### src/rtl/tiles_pkg.sv
// rtl/tiles_pkg.sv - shared playfield geometry, colours and sequencer enums
package tiles_pkg;

    localparam int LANE_NONE   = 0;
    localparam int DEF_LANE_X0 = 120;
    localparam int DEF_LANE_W  = 20;
    localparam int DEF_ROW_H   = 40;
    localparam int SCREEN_W    = 320;
    localparam int SCREEN_H    = 240;

    localparam logic [2:0] COLOR_WHITE = 3'b111;
    localparam logic [2:0] COLOR_BLACK = 3'b000;

    typedef enum logic {ERASE, DRAW} phase_t;

    typedef enum logic [1:0] {S_IDLE, S_SPAN, S_DONE} state_t;

endpackage

### src/rtl/row_render_seq_if.sv
// rtl/row_render_seq_if.sv - pixel stream toward the VGA plot port
interface row_render_seq_if #(
    parameter int X_W     = 9,
    parameter int Y_W     = 8,
    parameter int COLOR_W = 3
);
    logic               pix_valid;
    logic               pix_ready;
    logic [X_W-1:0]     pix_x;
    logic [Y_W-1:0]     pix_y;
    logic [COLOR_W-1:0] pix_color;

    modport master (output pix_valid, pix_x, pix_y, pix_color, input pix_ready);
    modport slave  (input pix_valid, pix_x, pix_y, pix_color, output pix_ready);
endinterface

### src/rtl/span_walker.sv
// rtl/span_walker.sv - emits one horizontal span of pixels, holding under back-pressure
module span_walker #(
    parameter int X_W     = 9,
    parameter int Y_W     = 8,
    parameter int COLOR_W = 3
) (
    input  logic               clock,
    input  logic               resetn,
    input  logic               load,
    input  logic [X_W-1:0]     x_start,
    input  logic [X_W-1:0]     length,
    input  logic [Y_W-1:0]     y,
    input  logic [COLOR_W-1:0] color,
    row_render_seq_if.master   pix,
    output logic               last
);

    logic [X_W-1:0] x_end;

    assign last = pix.pix_valid && pix.pix_ready && (pix.pix_x == x_end);

    // A zero length loads an empty span: nothing is presented for it.
    always_ff @(posedge clock) begin
        if (!resetn) begin
            pix.pix_valid <= 1'b0;
            pix.pix_x     <= '0;
            pix.pix_y     <= '0;
            pix.pix_color <= '0;
            x_end         <= '0;
        end else if (load) begin
            pix.pix_valid <= (length != '0);
            pix.pix_x     <= x_start;
            pix.pix_y     <= y;
            pix.pix_color <= color;
            x_end         <= x_start + length - 1'b1;
        end else if (pix.pix_valid && pix.pix_ready) begin
            if (pix.pix_x == x_end)
                pix.pix_valid <= 1'b0;
            else
                pix.pix_x <= pix.pix_x + 1'b1;
        end
    end

endmodule

### src/rtl/row_render_seq.sv
// rtl/row_render_seq.sv - per-frame erase/draw tile sequencer feeding the pixel stream
module row_render_seq
    import tiles_pkg::*;
#(
    parameter int NUM_ROWS  = 6,
    parameter int NUM_LANES = 4,
    parameter int LANE_W    = DEF_LANE_W,
    parameter int LANE_X0   = DEF_LANE_X0,
    parameter int ROW_H     = DEF_ROW_H,
    parameter int COLOR_W   = 3,
    parameter int X_W       = $clog2(SCREEN_W),
    parameter int Y_W       = $clog2(SCREEN_H),
    localparam int LC_W     = $clog2(NUM_LANES + 1),
    localparam int OFF_W    = $clog2(ROW_H)
) (
    input  logic                     clock,
    input  logic                     resetn,
    input  logic                     start,
    input  logic [NUM_ROWS*LC_W-1:0] old_lane,
    input  logic [NUM_ROWS*LC_W-1:0] new_lane,
    input  logic [OFF_W-1:0]         erase_offset,
    input  logic [OFF_W-1:0]         draw_offset,
    input  logic [COLOR_W-1:0]       erase_color,
    input  logic [COLOR_W-1:0]       draw_color,
    row_render_seq_if.master         pix,
    output logic                     busy,
    output logic                     done
);

    localparam int ROW_W = (NUM_ROWS > 1) ? $clog2(NUM_ROWS) : 1;

    function automatic logic [OFF_W-1:0] sat(input logic [OFF_W-1:0] off);
        return (int'(off) >= ROW_H) ? OFF_W'(ROW_H - 1) : off;
    endfunction

    state_t                   state;
    phase_t                   phase;
    logic [ROW_W-1:0]         row;
    logic [NUM_ROWS*LC_W-1:0] sh_old, sh_new;
    logic [OFF_W-1:0]         sh_eoff, sh_doff;
    logic [COLOR_W-1:0]       sh_ecol, sh_dcol;

    logic               last_span, advance, load, last_acc, span_ok;
    logic [ROW_W-1:0]   nrow;
    phase_t             nphase;
    logic [LC_W-1:0]    code;
    logic [OFF_W-1:0]   off;
    logic [COLOR_W-1:0] col;
    logic [X_W-1:0]     x_start, length;
    logic [Y_W-1:0]     y_start;

    // Next span is selected and loaded in the same cycle the current one
    // finishes, so consecutive spans stream without a bubble.
    always_comb begin
        last_span = (phase == DRAW) && (int'(row) == NUM_ROWS - 1);
        advance   = (state == S_SPAN) && (!pix.pix_valid || last_acc);
        nrow      = row;
        nphase    = DRAW;
        if (phase == DRAW) begin
            nrow   = row + 1'b1;
            nphase = ERASE;
        end
        if (state == S_IDLE) begin
            nrow   = '0;
            nphase = ERASE;
            code   = old_lane[LC_W-1:0];
            off    = sat(erase_offset);
            col    = erase_color;
        end else if (nphase == ERASE) begin
            code   = sh_old[nrow*LC_W +: LC_W];
            off    = sh_eoff;
            col    = sh_ecol;
        end else begin
            code   = sh_new[nrow*LC_W +: LC_W];
            off    = sh_doff;
            col    = sh_dcol;
        end
        span_ok = (code != LC_W'(LANE_NONE)) && (int'(code) <= NUM_LANES);
        x_start = X_W'(LANE_X0 + (int'(code) - 1) * LANE_W);
        length  = span_ok ? X_W'(LANE_W) : '0;
        y_start = Y_W'(int'(nrow) * ROW_H + int'(off));
        load    = (state == S_IDLE && start) || (advance && !last_span);
    end

    span_walker #(
        .X_W     (X_W),
        .Y_W     (Y_W),
        .COLOR_W (COLOR_W)
    ) u_walker (
        .clock   (clock),
        .resetn  (resetn),
        .load    (load),
        .x_start (x_start),
        .length  (length),
        .y       (y_start),
        .color   (col),
        .pix     (pix),
        .last    (last_acc)
    );

    always_ff @(posedge clock) begin
        if (!resetn) begin
            state   <= S_IDLE;
            phase   <= ERASE;
            row     <= '0;
            busy    <= 1'b0;
            done    <= 1'b0;
            sh_old  <= '0;
            sh_new  <= '0;
            sh_eoff <= '0;
            sh_doff <= '0;
            sh_ecol <= '0;
            sh_dcol <= '0;
        end else begin
            case (state)
                S_IDLE: begin
                    done <= 1'b0;
                    if (start) begin
                        sh_old  <= old_lane;
                        sh_new  <= new_lane;
                        sh_eoff <= sat(erase_offset);
                        sh_doff <= sat(draw_offset);
                        sh_ecol <= erase_color;
                        sh_dcol <= draw_color;
                        row     <= '0;
                        phase   <= ERASE;
                        busy    <= 1'b1;
                        state   <= S_SPAN;
                    end
                end
                S_SPAN: begin
                    if (advance) begin
                        if (last_span) begin
                            busy  <= 1'b0;
                            done  <= 1'b1;
                            state <= S_DONE;
                        end else begin
                            row   <= nrow;
                            phase <= nphase;
                        end
                    end
                end
                S_DONE: begin
                    done  <= 1'b0;
                    state <= S_IDLE;
                end
                default: state <= S_IDLE;
            endcase
        end
    end

endmodule
### src/flat_wrapper.sv
// flat-port wrapper written by rule: the top's interface ports become plain ports
module row_render_seq_flat import tiles_pkg::*;
#(
    parameter int NUM_ROWS  = 6,
    parameter int NUM_LANES = 4,
    parameter int LANE_W    = DEF_LANE_W,
    parameter int LANE_X0   = DEF_LANE_X0,
    parameter int ROW_H     = DEF_ROW_H,
    parameter int COLOR_W   = 3,
    parameter int X_W       = $clog2(SCREEN_W),
    parameter int Y_W       = $clog2(SCREEN_H),
    localparam int LC_W     = $clog2(NUM_LANES + 1),
    localparam int OFF_W    = $clog2(ROW_H)
)
  (clock, resetn, start, old_lane, new_lane, erase_offset, draw_offset, erase_color, draw_color, busy, done, pix_pix_valid, pix_pix_x, pix_pix_y, pix_pix_color, pix_pix_ready);
  row_render_seq_if #(.X_W(X_W), .Y_W(Y_W), .COLOR_W(COLOR_W)) pix_i ();
  input  logic clock;
  input  logic resetn;
  input  logic start;
  input  logic [NUM_ROWS*LC_W-1:0] old_lane;
  input  logic [NUM_ROWS*LC_W-1:0] new_lane;
  input  logic [OFF_W-1:0] erase_offset;
  input  logic [OFF_W-1:0] draw_offset;
  input  logic [COLOR_W-1:0] erase_color;
  input  logic [COLOR_W-1:0] draw_color;
  output logic busy;
  output logic done;
  output wire logic [$bits(pix_i.pix_valid)-1:0] pix_pix_valid;
  output wire logic [$bits(pix_i.pix_x)-1:0] pix_pix_x;
  output wire logic [$bits(pix_i.pix_y)-1:0] pix_pix_y;
  output wire logic [$bits(pix_i.pix_color)-1:0] pix_pix_color;
  input wire logic [$bits(pix_i.pix_ready)-1:0] pix_pix_ready;
  assign pix_pix_valid = pix_i.pix_valid;
  assign pix_pix_x = pix_i.pix_x;
  assign pix_pix_y = pix_i.pix_y;
  assign pix_pix_color = pix_i.pix_color;
  assign pix_i.pix_ready = pix_pix_ready;
  row_render_seq #(.NUM_ROWS(NUM_ROWS), .NUM_LANES(NUM_LANES), .LANE_W(LANE_W), .LANE_X0(LANE_X0), .ROW_H(ROW_H), .COLOR_W(COLOR_W), .X_W(X_W), .Y_W(Y_W)) u_core (.clock(clock), .resetn(resetn), .start(start), .old_lane(old_lane), .new_lane(new_lane), .erase_offset(erase_offset), .draw_offset(draw_offset), .erase_color(erase_color), .draw_color(draw_color), .pix(pix_i), .busy(busy), .done(done));
endmodule
### config.mk
export PLATFORM = sky130hd
export DESIGN_NAME = row_render_seq_flat
export DESIGN_NICKNAME = d
export VERILOG_FILES = /design/src/rtl/tiles_pkg.sv /design/src/rtl/row_render_seq_if.sv /design/src/rtl/span_walker.sv /design/src/rtl/row_render_seq.sv /design/src/flat_wrapper.sv
export SDC_FILE = /design/constraint.sdc
export NUM_CORES = 1
export LEC_CHECK = 0
export CAP_MARGIN = 20
export CORE_MARGIN = 5
export CORE_UTILIZATION = 45
export DETAILED_ROUTE_END_ITERATION = 16
export PLACE_DENSITY_LB_ADDON = 0.25
export SYNTH_ARGS = -nofsm -noshare
export SYNTH_HDL_FRONTEND = slang
export SYNTH_SLANG_ARGS = --single-unit
### constraint.sdc
create_clock -name clock -period 6.5 [get_ports clock]
set_input_delay 1.3 -clock clock [delete_from_list [all_inputs] [get_ports clock]]
set_output_delay 1.3 -clock clock [all_outputs]
set_load 0.01 [all_outputs]
==> metrics.md <==
| Metric | Value |
|---|---|
| Worst Tran Pin Value | `1.12 ns` |
| TritonCTS clock tree | `yes` |
| Clk sinks | `90` |
| Rows | `37` |
| PostCTS Resize Cnt | `0` |
| Maxcap violations | `0` |
| Worst Setup End Kind | `flip-flop` |
| Initial antenna violation count | `0` |
| FFs w/ async S/R, synth | `0%` |
| Final HPWL DP | `8150 um` |
| Syn Nets | `between 600 and 700` |
| Post-Syn Instances | `565` |
| Number of enable flip-flop cells after synthesis | `0` |
| Post-synth top area share | `between 30% and 40%` |
| Crit-path max cell delay | `0.85 ns` |
| Critical path origin | `u_core.row[0]` |
| Overflow after GRT | `0` |
| Run status | `finished clean` |
| WP data arrival | `around 5.4 ns` |
| Die Area | `around 0.012 mm2` |
| Worst skew pair latency | `about 0.37 ns` |
| Initial Utilization | `~45%` |
| Slew headroom | `roughly 25%` |
| Pwr dens | `282 mW/mm2` |
| Setup TNS | `0 ns` |
| Fmax | `a little under 0.2 GHz` |
| DRC | `0` |
| ANT nets after route | `0` |
| Slowest stage cell, crit path | `dfxtp_1` |
| CTS Buffer Depth | `2` |
| Chip height | `111 um` |
| Die W | `111 um` |
| PortBufs | `80` |
| Yosys cell types | `57` |
| Syn-to-layout area delta | `23.8%` |
| Mapped Avg Cell Area | `slightly above 8 um2` |
| Largest cells by area after synthesis | `dfxtp_1, nand2_1, a21oi_1, ha_1, xor2_1` |
| Post-Syn Area | `~0.0046 mm2` |
| Final Cycle Share | `slightly below 80%` |
| Synth Register Bits | `90` |
| Setup repair bufs after CTS | `0` |
| RSZ-0062 raised after global routing | `no` |
| Largest net degree at the start of global routing | `58` |
| Post-synth top cells | `nand2_1, dfxtp_1, a21oi_1` |
| Cell taking the most area after synthesis | `dfxtp_1` |
| Layout net count | `710` |
| Startpoint types | `flip-flop` |
| Fillers | `about 940` |
| Crit path top cell by count | `ha_1` |
| Sequential area share after synthesis | `about two fifths` |
| Crit path max fanout | `19` |
| Non-Filler Instances | `between 700 and 800` |
| Top-count cell post-synth | `nand2_1` |
| CP delay by family, top | `adder cells` |
| Clock-pin slew on the worst setup and hold paths | `0.09 ns` |
| Max rail drop VDD | `between 100 and 150 uV` |
| Clk root buf | `clkbuf_8` |
| First DRT Iteration DRCs | `roughly 190` |
| Startpoint of the worst hold path | `u_core.u_walker.pix.pix_y[7]` |
| GP Congestion | `~0.83` |
| Leak | `0.00223 uW` |
| Final setup vio count | `0` |
| Pre-antenna DRT Iters | `4` |
| CTS buffer count | `9` |
| IO Pins | `81` |
| Register area | `about 0.0018 mm2` |
| Number of vias per cell | `about 5.4` |
| Multi-input logic area | `roughly 0.0026 mm2` |
| Worst Path Buf+Inv | `3` |
| Ant diodes | `0` |
| Yosys synthesis warning count | `0` |
| Fin Clk Skew | `roughly 0.0096 ns` |
| CP cell instances | `ha_1 > nand2_1 > xor2_1 > o21ai_0 > o31ai_1 > inv_1 > ha_1 > inv_1 > ha_1 > ha_1 > inv_1 > fa_1 > nand2_1 > and3_1 > o21ai_0 > o21ai_0 > or4b_1 > o221ai_1` |
| First-pass GRT wire length | `18700 um` |
| Total core area | `a little over 0.01 mm2` |
| Critical Path RT | `slightly below 7 ns` |
| Placed cell count | `between 700 and 800` |
| Share of layout cells above drive strength 1 | `6.00%` |
| Path category of the worst min-delay check | `flip-flop to flip-flop` |
| Final Critical Period | `just over 5 ns` |
| # hold bufs at CTS | `0` |
| WL/cell | `roughly 15 um` |
| R2r startpoint | `u_core.row[0]` |
| Vias | `roughly 4100` |
| WS Path Type | `flip-flop to flip-flop` |
| GR Util All Layers | `between 10% and 20%` |
| Routed WL | `11200 um` |
| Hold Violations, Final | `0` |
| Top FF cell, synth | `dfxtp_1` |
| H-tree Lvls | `3` |
| Max Transition Viols Final | `0` |
| Number of global-route vias before repair | `between 4000 and 5000` |
-- path summary, 6_finish.rpt --
| path | end | slack, ns | cells past startpoint |
|---|---|---|---|
| setup / recovery | u_core.u_walker.pix.pix_x[8] | 1.35 | 18 |
| hold / removal | u_core.u_walker.pix.pix_y[7] | 0.45 | 2 |
| setup reg to reg | u_core.u_walker.pix.pix_x[8] | 1.35 | 18 |
| hold reg to reg | u_core.u_walker.pix.pix_y[7] | 0.45 | 2 |
-- cell families (layout without fill, tap and decap cells) --
logic type / Yosys count / count (layout) / share of synthesized area, %
compound gates: 141 / 141 / 19.3
xor+xnor: 27 / 27 / 5.11
simple gates: 212 / 212 / 20.1
fa+ha+maj: 24 / 24 / 6.98
mux: 17 / 17 / 4.49
flops: 90 / 90 / 38.9
buf+inv: 54 / 122 / 5.06
-- where the power goes --
part	total, uW	internal (uW)	leakage [uW]	switching, uW
combinational	518	244	0.00138	274
clock	453	255	0.000114	198
sequential	645	603	0.000740	41.9
total	1620	1100	0.00223	514
-- cell type report --
cell class | instances | share of cell area, %
clock buffer | 11 | 2.29
tap | 136 | 2.97
clock inverter | 5 | 1.79
inverter | 21 | 1.38
sequential | 90 | 31.5
multi-input combinational | 421 | 45.3
timing repair buffer | 85 | 14.8
-- registers in the layout (all words and copies together) (netlist names) --
name                           cells
u_core.u_walker.x_end              7
u_core.u_walker.pix.pix_color      3
u_core.sh_old                     18
u_core.phase                       1
u_core.busy                        1
u_core.sh_ecol                     3
u_core.row                         3
u_core.sh_eoff                     6
u_core.done                        1
u_core.u_walker.pix.pix_valid      1
u_core.u_walker.pix.pix_x          9
u_core.state                       2
u_core.sh_new                     18
u_core.sh_dcol                     3
u_core.u_walker.pix.pix_y          8
u_core.sh_doff                     6
-- per-stage QoR --
step / hold WS, ns / power (uW) / area, um2 / setup slack, ns / utilization, %
floorplan: 0.431 / 1020 / 4630 / 2.14 / -
global placement: 0.441 / 1150 / 5480 / 1.40 / 53.8
detailed placement: 0.443 / 1170 / 5480 / 1.14 / 53.8
CTS: 0.455 / 1630 / 5710 / 1.37 / 56.1
global route: 0.468 / 1710 / 5730 / 0.892 / 56.2
finish: 0.451 / 1620 / 5730 / 1.35 / 56.2
-- metal layers --
metal  vias to the layer above  part of all wire, %  track usage [%]  routed length [um]
li1                       2069                    -                -                   -
met1                      1947                   45             23.0                4980
met2                        84                   49             31.0                5530
met3                        15                  4.0             3.26                 446
met4                         0                  2.0             7.54                 227
met5                         -                    0                0                   0
-- layout by cell type (no fill, tap or decap), types with 3 or more instances in the layout --
master	n
a211oi_1	6
a21o_1	3
a21oi_1	75
a22oi_1	5
and3_1	3
buf_4	4
bufinv_16	3
clkbuf_8	9
clkdlybuf4s50_1	80
dfxtp_1	90
fa_1	3
ha_1	21
inv_1	20
mux2i_1	14
mux4_2	3
nand2_1	136
nand2b_1	4
nand3_1	5
nand4_1	6
nor2_1	26
nor2b_1	7
nor3_1	7
o211ai_1	3
o21a_1	3
o21ai_0	16
o221a_2	3
o311ai_0	3
or3_1	3
xnor2_1	10
xor2_1	17
-- worst register-to-register path, cell delays in order, from the launching register on --
cell	delay, ns
dfxtp_1	0.85
ha_1	0.31
nand2_1	0.07
xor2_1	0.33
o21ai_0	0.17
o31ai_1	0.50
inv_1	0.13
ha_1	0.40
inv_1	0.12
ha_1	0.31
ha_1	0.19
inv_1	0.06
fa_1	0.52
nand2_1	0.09
and3_1	0.20
o21ai_0	0.16
o21ai_0	0.13
or4b_1	0.47
o221ai_1	0.08
Power figures use the tool's default switching activity.
